File: src/rtl/alu_result_tx_pkg.sv
// Shared types and constants for the ALU result text formatter.
package alu_result_tx_pkg;

    typedef enum logic {
        IDLE = 1'b0,
        SEND = 1'b1
    } state_t;

    localparam logic [7:0] ASC_0  = 8'h30;
    localparam logic [7:0] ASC_UA = 8'h41;
    localparam logic [7:0] ASC_LA = 8'h61;
    localparam logic [7:0] ASC_SP = 8'h20;
    localparam logic [7:0] ASC_CR = 8'h0D;
    localparam logic [7:0] ASC_LF = 8'h0A;

    localparam int LINE_LEN_CRLF   = 11;
    localparam int LINE_LEN_NOCRLF = 9;

    // Index of the final character of a line.
    function automatic logic [3:0] last_index(input bit send_crlf);
        return send_crlf ? 4'(LINE_LEN_CRLF - 1) : 4'(LINE_LEN_NOCRLF - 1);
    endfunction

endpackage

File: src/rtl/alu_result_tx_if.sv
// Byte handshake between the formatter and the UART transmitter.
interface alu_result_tx_if;
    logic [7:0] tx_data;
    logic       tx_valid;
    logic       tx_ready;

    modport master (output tx_data, output tx_valid, input tx_ready);
    modport slave  (input tx_data, input tx_valid, output tx_ready);
endinterface

File: src/rtl/alu_result_tx_hex2ascii.sv
// Converts one nibble to its ASCII hex digit.
module hex2ascii
    import alu_result_tx_pkg::*;
#(
    parameter bit UPPER_HEX = 1'b1
) (
    input  logic [3:0] nibble,
    output logic [7:0] ascii
);

    localparam logic [7:0] LETTER_BASE = UPPER_HEX ? ASC_UA : ASC_LA;

    // Digits map onto '0'..'9', values 10..15 onto the letter range.
    always_comb begin
        if (nibble < 4'd10) begin
            ascii = ASC_0 + {4'h0, nibble};
        end else begin
            ascii = LETTER_BASE + {4'h0, nibble} - 8'd10;
        end
    end

endmodule

File: src/rtl/alu_result_tx.sv
// Formats a captured ALU result as a hex text line and streams it byte by byte.
module alu_result_tx
    import alu_result_tx_pkg::*;
#(
    parameter bit UPPER_HEX = 1'b1,
    parameter bit SEND_CRLF = 1'b1
) (
    input  logic                  clk,
    input  logic                  rst,
    input  logic [31:0]           result,
    input  logic                  alu_done,
    alu_result_tx_if.master       tx,
    output logic                  fmt_busy,
    output logic                  fmt_done,
    output logic                  overrun
);

    localparam logic [3:0] LAST_IDX = last_index(SEND_CRLF);

    state_t      state_reg;
    state_t      state_next;
    logic [3:0]  idx_reg;
    logic [31:0] hold_reg;
    logic        fmt_done_reg;
    logic        overrun_reg;

    logic        accept;
    logic        at_last;
    logic [3:0]  nibble;
    logic        use_hex;
    logic [7:0]  fixed_char;
    logic [7:0]  hex_char;

    assign accept  = (state_reg == SEND) && tx.tx_ready;
    assign at_last = (idx_reg == LAST_IDX);

    // State register.
    always_ff @(posedge clk or posedge rst) begin
        if (rst) begin
            state_reg <= IDLE;
        end else begin
            state_reg <= state_next;
        end
    end

    // Next-state: start on a result, finish once the last byte is taken.
    always_comb begin
        state_next = state_reg;
        case (state_reg)
            IDLE: if (alu_done)         state_next = SEND;
            SEND: if (accept && at_last) state_next = IDLE;
            default:                     state_next = IDLE;
        endcase
    end

    // Holding register, character index, completion pulse and sticky overrun.
    always_ff @(posedge clk or posedge rst) begin
        if (rst) begin
            hold_reg     <= 32'h0;
            idx_reg      <= 4'd0;
            fmt_done_reg <= 1'b0;
            overrun_reg  <= 1'b0;
        end else begin
            fmt_done_reg <= accept && at_last;
            if (state_reg == IDLE) begin
                if (alu_done) begin
                    hold_reg <= result;
                    idx_reg  <= 4'd0;
                end
            end else begin
                // A result arriving mid-line is dropped; the line keeps going.
                if (alu_done) begin
                    overrun_reg <= 1'b1;
                end
                if (accept && !at_last) begin
                    idx_reg <= idx_reg + 4'd1;
                end
            end
        end
    end

    // Character selection from the registered index: quotient, space, remainder, CR LF.
    always_comb begin
        nibble     = 4'h0;
        use_hex    = 1'b0;
        fixed_char = 8'h00;
        case (idx_reg)
            4'd0:  begin nibble = hold_reg[15:12]; use_hex = 1'b1; end
            4'd1:  begin nibble = hold_reg[11:8];  use_hex = 1'b1; end
            4'd2:  begin nibble = hold_reg[7:4];   use_hex = 1'b1; end
            4'd3:  begin nibble = hold_reg[3:0];   use_hex = 1'b1; end
            4'd4:  fixed_char = ASC_SP;
            4'd5:  begin nibble = hold_reg[31:28]; use_hex = 1'b1; end
            4'd6:  begin nibble = hold_reg[27:24]; use_hex = 1'b1; end
            4'd7:  begin nibble = hold_reg[23:20]; use_hex = 1'b1; end
            4'd8:  begin nibble = hold_reg[19:16]; use_hex = 1'b1; end
            4'd9:  fixed_char = ASC_CR;
            4'd10: fixed_char = ASC_LF;
            default: fixed_char = 8'h00;
        endcase
    end

    hex2ascii #(
        .UPPER_HEX(UPPER_HEX)
    ) u_hex2ascii (
        .nibble(nibble),
        .ascii (hex_char)
    );

    // Outputs decoded from registered state only; data reads zero when idle.
    always_comb begin
        tx.tx_valid = (state_reg == SEND);
        fmt_busy    = (state_reg == SEND);
        fmt_done    = fmt_done_reg;
        overrun     = overrun_reg;
        tx.tx_data  = 8'h00;
        if (state_reg == SEND) begin
            tx.tx_data = use_hex ? hex_char : fixed_char;
        end
    end

endmodule

File: src/flat_wrapper.sv
// flat-port wrapper written by rule: the top's interface ports become plain ports
module alu_result_tx_flat import alu_result_tx_pkg::*;
#(
    parameter bit UPPER_HEX = 1'b1,
    parameter bit SEND_CRLF = 1'b1
)
  (clk, rst, result, alu_done, fmt_busy, fmt_done, overrun, tx_tx_data, tx_tx_valid, tx_tx_ready);
  alu_result_tx_if tx_i ();
  input  logic clk;
  input  logic rst;
  input  logic [31:0] result;
  input  logic alu_done;
  output logic fmt_busy;
  output logic fmt_done;
  output logic overrun;
  output wire logic [$bits(tx_i.tx_data)-1:0] tx_tx_data;
  output wire logic [$bits(tx_i.tx_valid)-1:0] tx_tx_valid;
  input wire logic [$bits(tx_i.tx_ready)-1:0] tx_tx_ready;
  assign tx_tx_data = tx_i.tx_data;
  assign tx_tx_valid = tx_i.tx_valid;
  assign tx_i.tx_ready = tx_tx_ready;
  alu_result_tx #(.UPPER_HEX(UPPER_HEX), .SEND_CRLF(SEND_CRLF)) u_core (.clk(clk), .rst(rst), .result(result), .alu_done(alu_done), .tx(tx_i), .fmt_busy(fmt_busy), .fmt_done(fmt_done), .overrun(overrun));
endmodule
File: config.mk
export PLATFORM = sky130hd
export DESIGN_NAME = alu_result_tx_flat
export DESIGN_NICKNAME = d
export VERILOG_FILES = /design/src/rtl/alu_result_tx_pkg.sv /design/src/rtl/alu_result_tx_if.sv /design/src/rtl/alu_result_tx_hex2ascii.sv /design/src/rtl/alu_result_tx.sv /design/src/flat_wrapper.sv
export SDC_FILE = /design/constraint.sdc
export NUM_CORES = 1
export LEC_CHECK = 0
export BUFFER_PORTS_ARGS = -buffer_cell sky130_fd_sc_hd__clkbuf_2
export CORE_UTILIZATION = 34
export CTS_CLUSTER_SIZE = 24
export DETAILED_ROUTE_END_ITERATION = 6
export PLACE_DENSITY = 0.61
export SYNTH_ARGS = -nofsm -noshare
export SYNTH_HDL_FRONTEND = slang
export SYNTH_SLANG_ARGS = --single-unit
export TNS_END_PERCENT = 100
File: constraint.sdc
create_clock -name clk -period 2.2 [get_ports clk]
set_input_delay 0.11 -clock clk [delete_from_list [all_inputs] [get_ports clk]]
set_output_delay 0.11 -clock clk [all_outputs]
set_load 0.02 [all_outputs]
# Word-level counts from Yosys, hierarchy flattened
# Index checks and enable logic that the tools add are counted.
dict set report totals {
  register_bits 39
  inputBits 36
}
dict set report op_classes {
  addsub 4
  n_lt_le_gt_ge 1
  n_eq_ne 11
  muxes 12
  n_bitwise 1
  n_reduce_logical 10
}
# operator count
set op_table {}
lappend op_table {{4-bit case mux with 8 select lines} 1}
lappend op_table {{8-bit two-way mux} 3}
lappend op_table {{6-bit case mux with 3 select lines} 1}
lappend op_table {{4-bit by 3-bit == test with 1-bit output (second input constant)} 4}
lappend op_table {{4-bit == test (second input constant)} 3}
lappend op_table {{4-bit two-way mux} 3}
lappend op_table {{7-bit by 4-bit adder with 8-bit output (first input constant)} 1}
lappend op_table {{4-bit by 2-bit == test with 1-bit output (second input constant)} 2}
lappend op_table {{8-bit OR reduction} 1}
lappend op_table {{8-bit by 4-bit subtractor with 8-bit output (second input constant)} 1}
lappend op_table {{6-bit by 4-bit adder with 7-bit output (first input constant)} 1}
lappend op_table {{2-bit AND reduction} 3}
lappend op_table {{4-bit by 1-bit adder with 4-bit output (second input constant)} 1}
lappend op_table {{4-bit by 1-bit == test with 1-bit output (second input constant)} 1}
lappend op_table {{4-bit logical NOT} 1}
lappend op_table {{4-bit < comparator (second input constant)} 1}
lappend op_table {{1-bit logical AND} 3}
lappend op_table {{1-bit two-way mux} 3}
lappend op_table {{2-bit != test (second input constant)} 1}
lappend op_table {{1-bit case mux with 2 select lines} 1}
lappend op_table {{2-bit nonzero test} 1}
lappend op_table {{1-bit logical NOT} 1}
lappend op_table {{1-bit inverter} 1}

# Depth between registers and ports, before layout
dict set report logic_depth {
  word_depth 7
  ltp_mapped 8
  depth_no_buf 7
}

# Modules after synthesis
# Synthesis repeated with hierarchy kept, for this count alone.
dict set report unflattened {
  cells_unflattened 181
  area_unflattened_um2 2100.8
}
# module instances cells_each area_per_inst_um2 seq_area_each_um2
set by_module_without_submodules {}
lappend by_module_without_submodules {alu_result_tx 1 165 1995.7 975.9}
lappend by_module_without_submodules {hex2ascii 1 16 105.1 0.0}

# Worst setup path before layout
# Ideal clock, no wire load.
dict set report synth_path {
  kind {register to output}
  startpoint {register u_core.idx_reg[0]}
  endpoint {output tx_tx_data[1]}
  t_arrival_ns 2.266
  required_time_ns 2.090
  path_slack_ns -0.176
  stages_incl_launch_ff 9
  n_path_buf 1
  cell_sequence {dfrtp_1 -> inv_1 -> ha_1 -> buf_6 -> a222oi_1 -> nand2_1 -> a32oi_2 -> or4b_1 -> a31oi_1}
}
dict set report synth_via {
  elab_chain_len 7
}
# element line_no
set synth_lines {}
lappend synth_lines {{start: declaration} alu_result_tx.sv:22} ;# logic [3:0] idx_reg;
lappend synth_lines {{start signal: assignment} alu_result_tx.sv:76} ;# idx_reg <= idx_reg + 4'd1;
lappend synth_lines {{4-bit == test (tied with other cells)} alu_result_tx.sv:87} ;# case (idx_reg)
lappend synth_lines {{4-bit case mux with 8 select lines} alu_result_tx.sv:87}
lappend synth_lines {{7-bit by 4-bit adder with 8-bit output} alu_result_tx_hex2ascii.sv:18} ;# ascii = LETTER_BASE + {4'h0, nibble} - 8'd10;
lappend synth_lines {{8-bit by 4-bit subtractor with 8-bit output} alu_result_tx_hex2ascii.sv:18}
lappend synth_lines {{8-bit two-way mux} alu_result_tx_hex2ascii.sv:15} ;# if (nibble < 4'd10) begin
lappend synth_lines {{8-bit two-way mux *} alu_result_tx.sv:118} ;# tx.tx_data = use_hex ? hex_char : fixed_char;
lappend synth_lines {{8-bit two-way mux *} alu_result_tx.sv:117} ;# if (state_reg == SEND) begin
lappend synth_lines {{end: declaration} flat_wrapper.sv:16} ;# output wire logic [$bits(tx_i.tx_data)-1:0] tx_tx_data;
# Every way passes the cells marked *; elsewhere a longest branch is shown, timed or not.

# Worst setup path after layout
# Same ends and word-level chain as after synthesis.

==> flow_summary.toml <==
[placement]
dp.cells = 294
gp_congestion = 0.825
place_area_sq_um = 2430
portBuffers = 46
dp_hpwl_mm = 3.22

[yosys]
syn_inst = 169
synth_area_leader_cell = "dfrtp_1"
synth_most_common_cell = "dfrtp_1"
netlist_area_sq_um = 2010
synth_fp_nets = 209
ys_types = 47
async_flop_share_pct = 100
ys.warnings.count = 0
synth_area_per_cell_sq_um = 11.9
synth_top_cell_area_share_pct = 48.4
synth_common_cells = "39 x dfrtp_1, 34 x mux2_2, 7 x nor2_1"
seq_area_frac_synth_pct = 48.4
ys_ff_latch = 39
ys_top_cells_by_area = "dfrtp_1 48%, mux2_2 19%, ha_1 2.5%"
ys.flop_type = "dfrtp_1"
synth_edf_count = 0

[timing]
rsz0062_at_grt = "true"
skew_ps = 5.33
setup_ws_ps = -363
hold_viol_final = 0
max_clock_freq_mhz = 390
finalCritPeriodShare_pct = 116
setup_tns_ps = -1420
slew_violations = 0
setup_violations = 7
fin_crit_ps = 2560

[final_layout]
largest_reg_flops = 32
drive_gt1_share_pct = 61.0
syn2layout_area_growth_pct = 39.6
final_cell_area_sq_um = 2810
diodes = 0
fin_cells = 313
nets = 280
nFillCells = 540
utilization_pct = 50.2

[floorplan]
coreArea_sq_um = 5610
num_rows = 27
io_pins = 48
fp.dieArea_sq_um = 6240
die_w_um = 79.0
dieHeight_um = 79.0
initial_core_util_pct = 35.9

[critical_path]
slowest_stage = "or4b_4"
worstPathBufferInverterCount = 2
crit_path_start_kind = "flop"
critPathArrivalTime_ps = 2450
cpPeakStageDelay_ps = 500
cp_max_fo = 4
cpLargestDelayFamily = "compound AO/OA/AOI/OAI gates"
cp-end-kind = "primary output"
crit_chain = "inv_4, ha_4, a222oi_1, nand2_1, a32oi_2, or4b_4, a31oi_4, buf_8"
critical_path_class = "reg -> out"
worstPathRequired_ps = 2090

[power]
p_seq_share_pct = 27.8
leakagePower_uw = 0.00125
swShare_pct = 39.0
p_per_area_nw_per_um2 = 1730
p_int_uw = 2970
p_clk_share_pct = 11.1
finalPower_uw = 4860
switching_power_uw = 1900
vdd_drop_max_mv = 1.40
combinationalPowerShare_pct = 61.1

[min_path]
hold_path.class = "in -> reg"

[global_routing]
grtUsageTotal_pct = 15.9
grt_max_degree = 40
overflow = 0
antenna_found_initial = 0
grt_pass1_vias = 1602
grt_pass1_wl_mm = 7.69

[routing]
routed_wl_mm = 4.61
drtIter0Drc = 42
ant_nets = 0
vias_per_cell = 5.02
drc = 0
routedWlPerCell_um = 14.7
drt_pre_antenna_iters = 4
vias = 1572

[cts]
numCtsBuffers = 5
max-clock-path-buffers = 2
clock_sinks = 39
htreeDepth = 2
ctsRootBufferMaster = "clkbuf_8"
path_clk_slew_ps = 80
cts_tree = "done"
insertion_delay_ps = 290

[job]
maxCapViolations = 0

[outcome]
status = "finished with violations"
failed_checks = "setup timing"
## area by class of cell
cell class	instances	area, sq um	area share, %
Inverter	5	23.8	0.845
Tap cell	72	90.1	3.20
Timing Repair Buffer	78	538	19.1
Sequential cell	39	978	34.8
Multi-Input combinational cell	111	1080	38.3
Clock inverter	1	7.51	0.267
Clock buffer	7	96.3	3.43
## power by group through the flow
stage	sequential (uW)	combinational [uW]	clock, uW
floorplan	1190	1610	0
global placement	1330	2160	0
detailed placement	1320	2210	0
CTS	1340	2810	549
global route	1400	3180	574
finish	1350	2970	538
## stage by stage
stage               hold slack [ps]  setup WS [ps]
floorplan                       231          -21.5
global placement                234           -108
detailed placement              243           -183
CTS                            35.1           -353
finish                         43.3           -363
global route                   37.0           -462
## final timing paths
check | from | slack (ps) | to | cells past startpoint
setup / recovery | u_core.idx_reg[0] | -360 | tx_tx_data[1] | 8
min in group asynchronous | rst | 460 | u_core.hold_reg[3] | 4
hold reg to reg | u_core.overrun | 460 | u_core.overrun | 1
hold / removal | result[16] | 40 | u_core.hold_reg[16] | 2
max in group asynchronous | rst | 1370 | u_core.idx_reg[0] | 4
setup reg to reg | u_core.idx_reg[3] | 350 | u_core.idx_reg[3] | 6
## timing repair
item,CTS,global route
endpoints found under the hold margin,39,0
pin swaps,15,9
setup buffers,8,4
endpoints found under the setup margin,7,7
hold buffers,1,0
gates resized for setup,38,10
## logic make-up after synthesis
kind of cell    after synthesis  synth area share, %
compound gates               34                 12.3
xor+xnor                      2                0.870
fa+ha+maj                     4                 2.48
buf+inv                      19                 5.78
flops                        39                 48.4
mux                          37                 20.5
other cells                   1                0.186
simple gates                 33                 9.44
## layer usage
layer	part of all wire (%)	GRT usage (%)
met4	1.3	4.91
met3	4.0	3.22
met1	48	21.5
met2	47	25.4
met5	0	0
## cell usage in the layout (no fill, tap or decap), types with 3 or more instances in the layout
cell	instances
buf_6	4
inv_1	3
mux2i_1	3
dfrtp_1	37
mux2_2	34
ha_4	4
clkbuf_2	39
clkbuf_8	9
nand2_1	6
a31oi_1	3
a22oi_1	3
nor2_1	7
buf_4	30
a21oi_1	3
(Power assumes the default switching activity.)
